<file path="src/rtl/synapse_wb_pkg.sv">
// Shared types and constants for the synapse Wishbone burst master.
package synapse_wb_pkg;

   typedef enum logic [2:0] {
      ST_IDLE    = 3'd0,
      ST_FETCH   = 3'd1,
      ST_BUS     = 3'd2,
      ST_DELIVER = 3'd3,
      ST_GAP     = 3'd4,
      ST_DONE    = 3'd5
   } wbm_state_t;

   localparam logic [3:0]  WB_SEL_ALL    = 4'hF;
   localparam logic [31:0] SYNAPSE_BASE  = 32'h3000_0000;
   localparam int          SYNAPSE_WORDS = 256;

endpackage

</file>
<file path="src/rtl/wb_ack_timeout.sv">
// Ack watchdog: down-counter reloaded whenever the bus is idle or acked,
// expire_o flags the last cycle of a TIMEOUT_CYC-long wait.
module wb_ack_timeout #(
   parameter int TIMEOUT_CYC = 255
) (
   input  logic clk,
   input  logic rst,
   input  logic run,
   input  logic clear,
   output logic expire_o
);

   localparam int CNT_W = ($clog2(TIMEOUT_CYC) > 8) ? $clog2(TIMEOUT_CYC) : 8;
   localparam logic [CNT_W-1:0] LOAD_VAL = CNT_W'(TIMEOUT_CYC - 1);

   logic [CNT_W-1:0] cnt_q;

   // reload outside a wait, count down while the cycle is outstanding
   always_ff @(posedge clk or posedge rst) begin
      if (rst) begin
         cnt_q <= LOAD_VAL;
      end else if (!run || clear) begin
         cnt_q <= LOAD_VAL;
      end else if (cnt_q != '0) begin
         cnt_q <= cnt_q - CNT_W'(1);
      end
   end

   // terminal count reached while still waiting
   always_comb begin
      expire_o = run && !clear && (cnt_q == '0);
   end

endmodule

</file>
<file path="src/rtl/synapse_wb_master.sv">
// Wishbone classic burst master for the synapse_matrix slave port.
// Optional ack watchdog enabled by defining SYNAPSE_WB_TIMEOUT_EN.
//
// state      | meaning
// -----------+--------------------------------------------------------
// ST_IDLE    | ready for a command
// ST_FETCH   | write burst: waiting for the next word on the write stream
// ST_BUS     | single-beat Wishbone cycle outstanding
// ST_DELIVER | read burst: holding the returned word until consumed
// ST_GAP     | one dead cycle between bus cycles, address advance
// ST_DONE    | one-cycle completion pulse
module synapse_wb_master
   import synapse_wb_pkg::*;
#(
   parameter int LEN_W       = 9,
   parameter int ADR_STRIDE  = 4,
   parameter int TIMEOUT_CYC = 255
) (
   input  logic             wb_clk_i,
   input  logic             wb_rst_i,
   input  logic             cmd_valid_i,
   output logic             cmd_ready_o,
   input  logic             cmd_we_i,
   input  logic [31:0]      cmd_adr_i,
   input  logic [LEN_W-1:0] cmd_len_i,
   input  logic [31:0]      wr_data_i,
   input  logic             wr_valid_i,
   output logic             wr_ready_o,
   output logic [31:0]      rd_data_o,
   output logic             rd_valid_o,
   input  logic             rd_ready_i,
   output logic             busy_o,
   output logic             done_o,
   output logic             err_o,
   output logic             wbm_cyc_o,
   output logic             wbm_stb_o,
   output logic             wbm_we_o,
   output logic [3:0]       wbm_sel_o,
   output logic [31:0]      wbm_adr_o,
   output logic [31:0]      wbm_dat_o,
   input  logic [31:0]      wbm_dat_i,
   input  logic             wbm_ack_i
);

   wbm_state_t       state_q, state_d;
   logic [31:0]      adr_q;
   logic [LEN_W-1:0] cnt_q;
   logic             we_q;
   logic [31:0]      wr_dat_q;
   logic [31:0]      rd_dat_q;
   logic             tmo_expire;

   logic in_bus;
   assign in_bus = (state_q == ST_BUS);

`ifdef SYNAPSE_WB_TIMEOUT_EN
   logic err_q;

   wb_ack_timeout #(
      .TIMEOUT_CYC (TIMEOUT_CYC)
   ) u_ack_timeout (
      .clk      (wb_clk_i),
      .rst      (wb_rst_i),
      .run      (in_bus),
      .clear    (wbm_ack_i),
      .expire_o (tmo_expire)
   );

   // sticky abort flag, cleared when a new command is taken
   always_ff @(posedge wb_clk_i or posedge wb_rst_i) begin
      if (wb_rst_i) begin
         err_q <= 1'b0;
      end else if (state_q == ST_IDLE && cmd_valid_i) begin
         err_q <= 1'b0;
      end else if (in_bus && !wbm_ack_i && tmo_expire) begin
         err_q <= 1'b1;
      end
   end

   assign err_o = err_q;
`else
   assign tmo_expire = 1'b0;
   assign err_o      = 1'b0;
`endif

   // state register
   always_ff @(posedge wb_clk_i or posedge wb_rst_i) begin
      if (wb_rst_i) begin
         state_q <= ST_IDLE;
      end else begin
         state_q <= state_d;
      end
   end

   // next-state decode; a stray ack outside ST_BUS is ignored
   always_comb begin
      state_d = state_q;
      unique case (state_q)
         ST_IDLE: begin
            if (cmd_valid_i) begin
               if (cmd_len_i == '0) state_d = ST_DONE;
               else if (cmd_we_i)   state_d = ST_FETCH;
               else                 state_d = ST_BUS;
            end
         end
         ST_FETCH: begin
            if (wr_valid_i) state_d = ST_BUS;
         end
         ST_BUS: begin
            if (wbm_ack_i)       state_d = we_q ? ST_GAP : ST_DELIVER;
            else if (tmo_expire) state_d = ST_DONE;
         end
         ST_DELIVER: begin
            if (rd_ready_i) state_d = ST_GAP;
         end
         ST_GAP: begin
            if (cnt_q == '0) state_d = ST_DONE;
            else if (we_q)   state_d = ST_FETCH;
            else             state_d = ST_BUS;
         end
         ST_DONE: begin
            state_d = ST_IDLE;
         end
         default: begin
            state_d = ST_IDLE;
         end
      endcase
   end

   // burst datapath: command latch, word capture, count and address update
   always_ff @(posedge wb_clk_i or posedge wb_rst_i) begin
      if (wb_rst_i) begin
         adr_q    <= '0;
         cnt_q    <= '0;
         we_q     <= 1'b0;
         wr_dat_q <= '0;
         rd_dat_q <= '0;
      end else begin
         unique case (state_q)
            ST_IDLE: begin
               if (cmd_valid_i) begin
                  adr_q <= cmd_adr_i;
                  cnt_q <= cmd_len_i;
                  we_q  <= cmd_we_i;
               end
            end
            ST_FETCH: begin
               if (wr_valid_i) wr_dat_q <= wr_data_i;
            end
            ST_BUS: begin
               if (wbm_ack_i) begin
                  if (we_q) cnt_q    <= cnt_q - LEN_W'(1);
                  else      rd_dat_q <= wbm_dat_i;
               end
            end
            ST_DELIVER: begin
               if (rd_ready_i) cnt_q <= cnt_q - LEN_W'(1);
            end
            ST_GAP: begin
               // last word leaves the address on the final bus address
               if (cnt_q != '0) adr_q <= adr_q + 32'(ADR_STRIDE);
            end
            default: begin
            end
         endcase
      end
   end

   // state-decoded handshakes and bus outputs
   always_comb begin
      cmd_ready_o = (state_q == ST_IDLE);
      wr_ready_o  = (state_q == ST_FETCH);
      rd_valid_o  = (state_q == ST_DELIVER);
      busy_o      = (state_q != ST_IDLE);
      done_o      = (state_q == ST_DONE);
      wbm_cyc_o   = in_bus;
      wbm_stb_o   = in_bus;
      wbm_we_o    = in_bus && we_q;
      wbm_sel_o   = in_bus ? WB_SEL_ALL : 4'h0;
      wbm_adr_o   = adr_q;
      wbm_dat_o   = wr_dat_q;
      rd_data_o   = rd_dat_q;
   end

endmodule
</file>
<file path="config.mk">
export PLATFORM = sky130hd
export DESIGN_NAME = synapse_wb_master
export DESIGN_NICKNAME = d
export VERILOG_FILES = /design/src/rtl/synapse_wb_pkg.sv /design/src/rtl/wb_ack_timeout.sv /design/src/rtl/synapse_wb_master.sv
export SDC_FILE = /design/constraint.sdc
export NUM_CORES = 1
export LEC_CHECK = 0
export ABC_CLOCK_PERIOD_IN_PS = 8750
export CAP_MARGIN = 20
export CORE_MARGIN = 2
export CORE_UTILIZATION = 45
export DETAILED_ROUTE_END_ITERATION = 7
export PLACE_DENSITY = 0.83
export SYNTH_ARGS = -nofsm -noshare
export SYNTH_HDL_FRONTEND = slang
export SYNTH_SLANG_ARGS = --single-unit
</file>
<file path="constraint.sdc">
create_clock -name wb_clk_i -period 8.75 [get_ports wb_clk_i]
set_input_delay 1.75 -clock wb_clk_i [delete_from_list [all_inputs] [get_ports wb_clk_i]]
set_output_delay 1.75 -clock wb_clk_i [all_outputs]
set_load 0.02 [all_outputs]
</file>
==> results of run 1 <==
[power breakdown]
group	switching, µW	leakage [µW]	internal [µW]
logic	855	0.00172	807
registers	232	0.00128	761
clock network	195	0.000146	227
[worst paths after layout]
| kind | depth (start not counted) | end | start | slack [ns] |
|---|---|---|---|---|
| worst max-delay path | 4 | wbm_we_o | state_q[1]$_DFFE_PP0P_ | 3.98 |
| worst max register to register | 4 | wbm_adr_o[22]$_DFFE_PP0P_ | state_q[1]$_DFFE_PP0P_ | 5.84 |
| worst min register to register | 1 | cnt_q[7]$_DFFE_PP0P_ | cnt_q[7]$_DFFE_PP0P_ | 0.50 |
| max in group asynchronous | 3 | rd_data_o[14]$_DFFE_PP0P_ | wb_rst_i | 5.70 |
| worst min-delay path | 1 | cnt_q[7]$_DFFE_PP0P_ | cnt_q[7]$_DFFE_PP0P_ | 0.50 |
| min in group asynchronous | 2 | wbm_dat_o[10]$_DFFE_PP0P_ | wb_rst_i | 1.79 |
[synthesized netlist by cell type (2+ instances only)]
cell type / number
nor4_1: 7
o22a_1: 8
a211oi_1: 3
o2bb2ai_1: 3
nand2b_1: 3
a2bb2oi_1: 4
ha_1: 2
nor3_1: 11
o21a_1: 3
or3_1: 2
a22oi_1: 6
nand2_1: 26
and3_1: 5
nand3_1: 21
o31ai_1: 2
inv_1: 12
o21ai_0: 30
buf_6: 2
dfrtp_1: 109
clkbuf_1: 16
mux2i_1: 4
o2bb2a_1: 3
and2_1: 4
buf_4: 7
o32ai_1: 3
buf_2: 15
nand4_1: 10
a31oi_1: 7
and4_1: 3
a21oi_1: 40
nor2_1: 37
nand3b_1: 2
mux2_2: 67
o22ai_1: 8
a311oi_1: 2
[metrics by stage]
step / instances / cell area [µm²] / hold WS, ns / util / setup slack (ns)
after global placement: 831 / 7590 / 0.474 / 0.656 / 4.50
after detailed placement: 831 / 7590 / 0.489 / 0.656 / 4.38
after floorplan: 506 / 5390 / 0.448 / - / 4.13
after global routing: 848 / 7890 / 0.522 / 0.683 / 3.70
after CTS: 847 / 7890 / 0.505 / 0.682 / 3.97
final: 848 / 7890 / 0.495 / 0.683 / 3.98
[flip-flops by register name, indices dropped and copies added, names as in the netlist]
signal	flops
rd_data_o	32
cnt_q	9
state_q	3
wbm_dat_o	32
we_q	1
wbm_adr_o	32
[cell families (layout without fill, tap and decap cells)]
logic type | count (synthesis) | after routing | share of synthesized area
and+or+nand+nor | 140 | 140 | 0.139
AOI/OAI and AO/OA | 130 | 130 | 0.154
DFF | 109 | 109 | 0.506
muxes | 71 | 71 | 0.147
buffers and inverters | 53 | 252 | 0.0481
adders and majority gates | 2 | 2 | 0.00464
other | 1 | 1 | 0.000696
[area by class of cell]
type | instances | share of cell area
tap | 143 | 0.0227
timing repair buffer | 224 | 0.282
sequential | 109 | 0.346
clock buffer | 11 | 0.0295
clock inverter | 5 | 0.00824
multi-input combinational | 344 | 0.306
inverter | 12 | 0.00602
[metal layers]
layer / global-route usage / vias to the layer above / part of all wire
met3: 0.104 / 22 / 0.098
met4: 0.0634 / 0 / 0.013
met2: 0.402 / 215 / 0.50
met1: 0.299 / 2315 / 0.39
li1: - / 2242 / -
met5: 0 / - / 0
[worst max-delay path, delay by kind of cell (launching register included)]
kind                   cells  cell delay (ns)
AND/OR/NAND/NOR            3             1.37
buffers and inverters      1             0.61
flip-flops                 1             0.69
==> impl_metrics.csv, run 1 <==
group,metric,value,unit
global_routing,antenna_found_initial,0,
clocking,cts_hold_buf,0,
setup_path,max_stage_delay,0.69,ns
finish,layout_common_cells,"clkdlybuf4s50_1 (219), dfrtp_1 (109), mux2_2 (67)",
floorplanning,die_h,113,µm
synth,synth_area_leaders,"dfrtp_1 (51%), mux2_2 (14%), a21oi_1 (3.7%)",
power,total_power,3080,µW
timing,setup_viol,0,
flow_run,cap_violations,0,
synth,synth_area,5390,µm²
setup_path,crit_arrival,3.02,ns
timing,maxSlewViolCount,0,
route,drtAntennaViolNets,0,
timing,tns,0,ns
setup_path,crit_type,"register to primary output",
floorplanning,ios,221,
synth,synth_top_area_share,0.506,
clocking,cts_max_level,3,
status,status,"finished, final reports clean",
timing,finalCriticalPeriod,4.77,ns
route,wl_per_cell,18.3,µm
clocking,clock_sinks,109,
hold_path,hp-class,"register to register",
place,portBuffers,219,
synth,synthDistinctLibCells,54,
finish,fin_nets,814,
synth,yosysWarnings,0,
clocking,cts_resized,0,
synth,synth-seq-cells,109,
finish,layout.area.seq,2730,µm²
power,peakVddDrop,0.219,mV
power,leakagePower,0.00315,µW
timing,slew-limit-headroom,0.369,
setup_path,endpoint_kind,"primary output",
floorplanning,core-area,11600,µm²
setup_path,cp-start-kind,"register",
clocking,cts_setup_buffers,0,
synth,synth_top_flop_cell,"dfrtp_1",
setup_path,crit_fanout,25,
finish,final.fill_count,873,
global_routing,grt_pass1_vias,4823,
finish,antenna_cells,0,
synth,synth-edff-count,0,
route,vias,4794,
synth,syn-num-nets,620,
power,p_per_area,390,nW/µm²
clocking,clk_path_buf_depth,2,
synth,syn_area_per_cell,10.6,µm²
finish,area_growth,46.5,%
synth,synth_top_cell_by_area,"dfrtp_1",
setup_path,path_cells,"nand2_1, nor2_1, and2_1, clkdlybuf4s50_1",
global_routing,globalRouteOverflowTotal,0,
global_routing,grt_max_degree,68,
route,routed_wl,15.5,mm
floorplanning,start_util,0.466,
timing,finalHoldViolCount,0,
finish,layout_commonest_cell,"clkdlybuf4s50_1",
timing,worst_pin_slew,0.947,ns
synth,ys_async_sr_fraction,1.00,
clocking,clk_pin_slew,0.07,ns
clocking,clk_latency,0.36,ns
route,drc,0,
floorplanning,dieArea,12900,µm²
global_routing,grt_first_pass_wirelength,24.9,mm
route,vias_per_cell,5.65,
floorplanning,rows,39,
timing,fmax,0.210,GHz
route,dr.pass1.iters,5,
timing,rsz0062_at_grt,"no",
route,drt_iter0_markers,599,
clocking,cts_buffers,9,
place,dp_hpwl,11.4,mm
setup_path,slowest_stage,"dfrtp_1",
finish,multiInputGateArea,2410,µm²
synth,ys_seq_area_frac,0.506,
floorplanning,die_width,113,µm
clocking,cts_tree,"yes",
finish,drive_gt1_frac,0.140,
timing,fin_crit_sh,0.545,
setup_path,worstPathRequired,7.00,ns
global_routing,grtUsageTotal,0.245,
clocking,cts_root_buffer,"clkbuf_16",
timing,clock-skew-final,0.0109,ns
synth,synthCells,506,
place,gp_congestion,0.835,
Note: power is estimated with default switching activity, not from simulation.
==> inputs of run 2 (changes only) <==
Settings changed: ABC_CLOCK_PERIOD_IN_PS 8750 to 4380, CORE_UTILIZATION 45 to 39, PLACE_DENSITY 0.83 to 0.77.
Clock period 8.75 ns to 4.38 ns, I/O delays scaled along.
==> impl_metrics.csv, run 2 (same netlist as run 1, synthesis figures left out) <==
group,metric,value,unit
finish,area_growth,47.2,%
setup_path,rr_startpoint,"state_q[1]$_DFFE_PP0P_",
timing,fmax,0.289,GHz
route,routed_wl,15.6,mm
setup_path,endpoint_kind,"primary output",
route,vias,4907,
finish,fin_nets,815,
clocking,cts_tree,"yes",
setup_path,worstPathRequired,3.50,ns
hold_path,hp-class,"register to register",
timing,finalCriticalPeriod,3.46,ns
route,wl_per_cell,17.7,µm
power,p_per_area,768,nW/µm²
route,drtAntennaViolNets,0,
timing,tns,0,ns
timing,rsz0062_at_grt,"no",
route,drc,0,
timing,maxSlewViolCount,0,
setup_path,crit_arrival,2.59,ns
clocking,cts_root_buffer,"clkbuf_16",
finish,antenna_cells,0,
flow_run,cap_violations,0,
global_routing,grt_first_pass_wirelength,24.8,mm
timing,setup_viol,0,
finish,layout_common_cells,"clkdlybuf4s50_1 (219), dfrtp_1 (109), mux2_2 (67)",
clocking,cts_hold_buf,0,
global_routing,globalRouteOverflowTotal,0,
power,leakagePower,0.00314,µW
setup_path,startpoint,"state_q[1]$_DFFE_PP0P_",
global_routing,grtUsageTotal,0.212,
setup_path,cp-start-kind,"register",
place,placed_cells,866,
setup_path,crit_type,"register to primary output",
floorplanning,rows,42,
floorplanning,core-area,13300,µm²
route,vias_per_cell,5.57,
clocking,cts_max_level,3,
floorplanning,start_util,0.404,
route,dr.pass1.iters,5,
floorplanning,die_width,122,µm
setup_path,slowest_stage,"dfrtp_1",
timing,fin_crit_sh,0.790,
clocking,cts_resized,0,
timing,slew-limit-headroom,0.367,
global_routing,grt_max_degree,61,
global_routing,antenna_found_initial,2,
hold_path,hold_start,"cnt_q[7]$_DFFE_PP0P_",
place,gp_congestion,0.818,
place,dp_hpwl,11.4,mm
setup_path,max_stage_delay,0.70,ns
setup_path,path_cells,"nand2_1, buf_4, nor2_1, and2_1, clkdlybuf4s50_1",
timing,worst_pin_slew,0.949,ns
clocking,clk_pin_slew,0.07,ns
floorplanning,dieArea,14800,µm²
power,peakVddDrop,0.402,mV
clocking,cts_buffers,9,
route,drt_iter0_markers,329,
global_routing,grt_pass1_vias,4921,
finish,fin_cells,881,
clocking,clk_path_buf_depth,2,
clocking,clk_latency,0.35,ns
finish,layout_commonest_cell,"clkdlybuf4s50_1",
timing,finalHoldViolCount,0,
floorplanning,ios,221,
clocking,clock_sinks,109,
floorplanning,die_h,122,µm
clocking,cts_setup_buffers,0,
place,portBuffers,219,
setup_path,crit_fanout,25,
finish,drive_gt1_frac,0.142,
timing,clock-skew-final,0.00919,ns
status,status,"finished, final reports clean",
-- run 2: final timing paths --
check                                             to  slack, ns  cells past startpoint
max                                         wbm_we_o       0.92                      5
max reg2reg                wbm_adr_o[22]$_DFFE_PP0P_       1.47                      4
max in group asynchronous  rd_data_o[20]$_DFFE_PP0P_       2.64                      3
min                             cnt_q[7]$_DFFE_PP0P_       0.50                      1
min in group asynchronous  rd_data_o[11]$_DFFE_PP0P_       0.99                      2
min reg2reg                     cnt_q[7]$_DFFE_PP0P_       0.50                      1
-- run 2: metal layers --
metal | GRT usage | share of wire
met5 | 0 | 0.00083
met4 | 0.0733 | 0.027
met3 | 0.0866 | 0.095
met1 | 0.250 | 0.38
met2 | 0.352 | 0.50
-- run 2: worst max-delay path, delay by kind of cell, from the launching register on --
kind                   cells  cell delay [ns]
buffers and inverters      2             0.84
flip-flops                 1             0.70
AND/OR/NAND/NOR            3             0.71
-- run 2: final cells by class --
class | instances | area, µm²
Fill cell | 1166 | 5420
Clock buffer | 10 | 229
Sequential cell | 109 | 2730
Inverter | 12 | 47.5
Clock inverter | 5 | 42.5
Multi-Input combinational cell | 344 | 2410
Timing Repair Buffer | 225 | 2250
Tap cell | 176 | 220
-- run 2: metrics by stage --
step	hold WS [ns]	total power [µW]	instance area [µm²]	setup WS (ns)	util
final	0.502	6090	7930	0.918	0.594
after global routing	0.529	6460	7930	0.726	0.594
after CTS	0.504	6130	7930	0.923	0.594
after detailed placement	0.488	5330	7660	1.30	0.574
after global placement	0.468	5200	7660	1.37	0.574
after floorplan	0.448	3890	5390	0.630	-
-- run 2: report_power, final --
part	internal [µW]	switching [µW]
clock	391	385
combinational	1620	1710
sequential	1520	464
==> inputs of run 3 (changes only) <==
Settings changed: ABC_CLOCK_PERIOD_IN_PS 4380 to 3400, CORE_UTILIZATION 39 to 44, PLACE_DENSITY 0.77 to 0.82.
Clock period 4.38 ns to 3.4 ns, I/O delays scaled along.
==> impl_metrics.csv, run 3 (same netlist as run 1, synthesis figures left out) <==
group,metric,value,unit
place,gp_congestion,0.963,
finish,fin_nets,820,
global_routing,globalRouteOverflowTotal,0,
power,peakVddDrop,0.683,mV
clocking,clk_path_buf_depth,2,
finish,layout_common_cells,"clkdlybuf4s50_1 (219), dfrtp_1 (109), mux2_2 (67)",
setup_path,worstPathRequired,2.72,ns
floorplanning,ios,221,
route,vias_per_cell,5.63,
place,portBuffers,219,
timing,clock-skew-final,0.00771,ns
floorplanning,rows,40,
route,vias,4825,
global_routing,grt_pass1_vias,4981,
timing,finalHoldViolCount,0,
timing,tns,0,ns
clocking,cts_hold_buf,0,
setup_path,crit_type,"register to primary output",
timing,finalCriticalPeriod,3.12,ns
place,dp_hpwl,11.3,mm
floorplanning,core-area,12000,µm²
clocking,cts_setup_buffers,0,
route,dr.pass1.iters,5,
flow_run,cap_violations,0,
global_routing,grt_first_pass_wirelength,24.9,mm
global_routing,grtUsageTotal,0.240,
route,drt_iter0_markers,339,
power,leakagePower,0.00317,µW
floorplanning,die_width,115,µm
setup_path,crit_arrival,2.44,ns
power,p_per_area,992,nW/µm²
global_routing,grt_max_degree,53,
place,place_area,7670,µm²
finish,antenna_cells,0,
route,drc,0,
clocking,clk_pin_slew,0.07,ns
floorplanning,dieArea,13100,µm²
clocking,cts_buffers,9,
timing,setup_viol,0,
timing,worst_pin_slew,0.797,ns
setup_path,crit_fanout,19,
status,status,"finished, final reports clean",
clocking,clk_latency,0.35,ns
clocking,cts_max_level,3,
clocking,cts_root_buffer,"clkbuf_16",
floorplanning,die_h,115,µm
route,wl_per_cell,18.1,µm
hold_path,hp-class,"register to register",
finish,drive_gt1_frac,0.149,
global_routing,antenna_found_initial,0,
clocking,cts_tree,"yes",
timing,fin_crit_sh,0.919,
finish,area_growth,47.5,%
clocking,clock_sinks,109,
setup_path,rrSetupSlack,0.96,ns
route,routed_wl,15.5,mm
timing,maxSlewViolCount,0,
route,drtAntennaViolNets,0,
timing,slew-limit-headroom,0.467,
timing,rsz0062_at_grt,"no",
floorplanning,start_util,0.450,
setup_path,endpoint_kind,"primary output",
finish,layout_commonest_cell,"clkdlybuf4s50_1",
finish,design_area,7950,µm²
timing,fmax,0.320,GHz
setup_path,cp-start-kind,"register",
clocking,cts_resized,0,
-- run 3: cell count changes in the layout (fill, tap and decap cells not counted) --
cell,change
clkbuf_1,-1
clkinv_2,+1
inv_4,-1
buf_4,+4
clkinvlp_4,+1
clkinv_4,+1
buf_12,+1
inv_6,-1
-- run 3: stage by stage --
stage | util | hold slack (ns) | total power (µW) | std cells | setup WS [ns]
2_1_floorplan | - | 0.448 | 5010 | 506 | 1.13
3_3_place_gp | 0.641 | 0.465 | 6710 | 842 | 0.722
3_5_place_dp | 0.641 | 0.482 | 6890 | 842 | 0.597
4_1_cts | 0.664 | 0.499 | 7920 | 857 | 0.288
5_1_grt | 0.664 | 0.516 | 8360 | 857 | 0.130
6_report | 0.664 | 0.500 | 7880 | 857 | 0.276
-- run 3: where the power goes --
part	leakage [µW]	internal [µW]	switching [µW]	total (µW)
sequential	0.00128	1960	593	2550
combinational	0.00175	2110	2220	4340
clock	0.000132	500	496	996
-- run 3: worst paths after layout --
path,startpoint,endpoint,cells after the start
worst max register to register,state_q[1]$_DFFE_PP0P_,wbm_adr_o[29]$_DFFE_PP0P_,5
max in group asynchronous,wb_rst_i,wbm_adr_o[17]$_DFFE_PP0P_,3
worst min register to register,cnt_q[7]$_DFFE_PP0P_,cnt_q[7]$_DFFE_PP0P_,1
min in group asynchronous,wb_rst_i,wbm_dat_o[15]$_DFFE_PP0P_,2
worst max-delay path,state_q[1]$_DFFE_PP0P_,wbm_we_o,4
worst min-delay path,cnt_q[7]$_DFFE_PP0P_,cnt_q[7]$_DFFE_PP0P_,1
-- run 3: critical path: stages, from the launching register on --
cell             delay, ns
dfrtp_1               0.70
nand2_1               0.17
nor2_1                0.42
and2_1                0.20
clkdlybuf4s50_1       0.60
-- run 3: cell type report --
type / count / area, µm²
fill: 953 / 4020
sequential: 109 / 2730
multi-input combinational: 344 / 2410
timing repair buffer: 230 / 2300
clock buffer: 9 / 225
tap: 147 / 184
inverter: 12 / 48.8
clock inverter: 6 / 47.5
-- run 3: per-layer routing --
metal | track usage | vias up | part of all wire
li1 | - | 2248 | -
met1 | 0.278 | 2344 | 0.38
met2 | 0.406 | 205 | 0.51
met3 | 0.0810 | 28 | 0.081
met4 | 0.0992 | 0 | 0.023
met5 | 0 | - | 0
==> RTL change (settings of run 1) <==
Build with the macro `SYNAPSE_WB_TIMEOUT_EN` defined.
--- a/src/rtl/synapse_wb_master.sv
+++ b/src/rtl/synapse_wb_master.sv
@@ -11,2 +11,4 @@
 // ST_DONE    | one-cycle completion pulse
+`define SYNAPSE_WB_TIMEOUT_EN
+
 module synapse_wb_master
Formal check against the unedited RTL: no difference found for any inputs over 4 cycles, from zero or initial values and one cycle with wb_rst_i high; that may be too few to reach the edited logic, so the function may still have changed.
==> RTL change against run 1 <==
Worst setup slack better by 0.40 ns; core utilization is 1.2 points higher; via count is 14% higher; maximum frequency is 9.2% higher; synthesized cell count is 9.1% higher; die area is 7.9% higher; final area is 11% higher; total power is 11% higher; area after synthesis is 8.2% higher; sequential cell count is 9 higher; register-to-register slack worse by 0.08 ns; routed wire length is 13% higher; clock skew is 0.0037 ns lower.
==> RTL change: results (changes against run 1) <==
* GPL Wtd Cong at 0.847 (+1.4%)
* Maximum level of the CTS H-tree at 4 (+1)
* Post-synthesis sequential area ratio at 50.8% (+0.20 points)
* Worst hold path startpoint: rd_data_o[4]$_DFFE_PP0P_
* Placed cells at 912 (+9.7%)
* Final routed wire length divided by cell count at 18.5 µm (+1.2%)
* Largest fanout on the critical path at 20 (-20%)
* Maximum number of pins on one net before global-route repair at 61 (-10%)
* Total clock buffers created by CTS at 17 (+8)
* Worst Max-Slew Pin Slew at 1.08 ns (+0.136 ns)
* Worst hold path endpoint: rd_data_o[4]$_DFFE_PP0P_
* Length of routed met2 wiring at 8.66 mm (+13%)
* Clock Skew at 0.00719 ns (-0.00368 ns)
* Clock latency of the later-clocked register in the worst-skew pair at 0.42 ns (+0.06 ns)
* Setup slack of the worst register-to-register path at 5.76 ns (-0.08 ns)
* Result of the run: finished, final reports clean
* Mean area per synthesized cell at 10.6 µm² (-0.86%)
* Critical-path cell with the highest stage delay: clkdlybuf4s50_1
* Leakage power at 3.50 nW (+11%)
* Commonest cells post-synth: dfrtp_1 (111), mux2_2 (66), nor2_1 (39)
* Final total power at 3.42 mW (+11%)
* Met3 Resource Use GR at 9.59% (-0.77 points)
* Number of global-route vias before repair at 5461 (+13%)
* Global-route wire length before repair at 28.2 mm (+13%)
* Fraction of final layout cells with drive strength greater than 1 at 16.1% (+2.0 points)
* Critical R2R Capture: wbm_adr_o[29]$_DFFE_PP0P_
* Data arrival, critical path at 2.62 ns (-0.40 ns)
* # hold bufs at CTS at 0 (unchanged)
* Filler Cell Count at 950 (+8.8%)
* Clock transition time at the flip-flop clock pins of the worst setup and hold paths at 0.05 ns (-0.02 ns)
* Internal power component at 2.10 mW (+17%)
* IO buf count at 220 (+0.46%)
* WL met3 at 1.71 mm (+12%)
* M2 GR Usage at 42.7% (+2.5 points)
* Logic depth of the worst register-to-register path at 5 (+1)
* Met1 GRT Util at 28.8% (-1.1 points)
* Number of distinct library cells after synthesis at 63 (+17%)
* Via total after detailed routing at 5446 (+14%)
* Total half-perimeter wirelength after legalization and detailed placement at 12.4 mm (+8.7%)
* Global-route usage over all layers at 25.5% (+1.0 points)
* Number of nets in the final layout at 875 (+7.5%)
* Total of cells resized after clock tree synthesis at 0 (unchanged)
* Number of standard cells in the layout, taps in and fillers out at 944 (+11%)
* Length of routed wiring on met1 at 6.53 mm (+7.0%)
* Worst R2R Start: state_q[0]$_DFFE_PP0P_
==> RTL change: area by class of cell <==
type | count | share of cell area, %
flip-flops and latches | 118 | 33.8
multi-input cells | 379 | 30.0
repair buffers | 228 | 25.8
clock buffers | 20 | 5.32
well taps | 172 | 2.45
clock inverters | 12 | 1.98
inverters | 15 | 0.671
==> RTL change: how the worst max path moves through the flow <==
stage | start | to
after floorplan | wb_rst_i | cnt_q[0]$_DFFE_PP0P_
after global placement | state_q[2]$_DFFE_PP0P_ | wbm_sel_o[0]
after detailed placement | state_q[2]$_DFFE_PP0P_ | wbm_sel_o[3]
after CTS | state_q[2]$_DFFE_PP0P_ | wbm_sel_o[3]
after global routing | state_q[2]$_DFFE_PP0P_ | wbm_stb_o
final | state_q[2]$_DFFE_PP0P_ | wbm_sel_o[3]
==> RTL change: stage by stage <==
step	area, µm²	hold slack, ns	setup WS [ns]
floorplan	5830	0.464	3.88
global placement	8130	0.469	4.99
detailed placement	8130	0.490	4.87
CTS	8770	0.502	4.42
global route	8770	0.517	4.26
finish	8770	0.501	4.38
==> RTL change: power groups by stage <==
stage | logic (mW) | registers, mW | clock network (mW)
floorplan | 0.683 | 1.25 | 0
global placement | 1.57 | 1.02 | 0
detailed placement | 1.62 | 1.04 | 0
CTS | 1.63 | 1.03 | 0.760
global route | 1.73 | 1.08 | 0.787
finish | 1.63 | 1.04 | 0.753
==> RTL change: cells by family (layout without fill, tap and decap cells) <==
kind of cell,Yosys count,count (layout),share of synthesized area [%]
DFF,118,118,50.8
AOI/OAI and AO/OA,137,137,15.3
and+or+nand+nor,166,166,15.1
buffers and inverters,55,275,4.19
adders and majority gates,4,4,0.859
xor gates and xnor gates,4,4,0.601
muxes,68,68,13.1
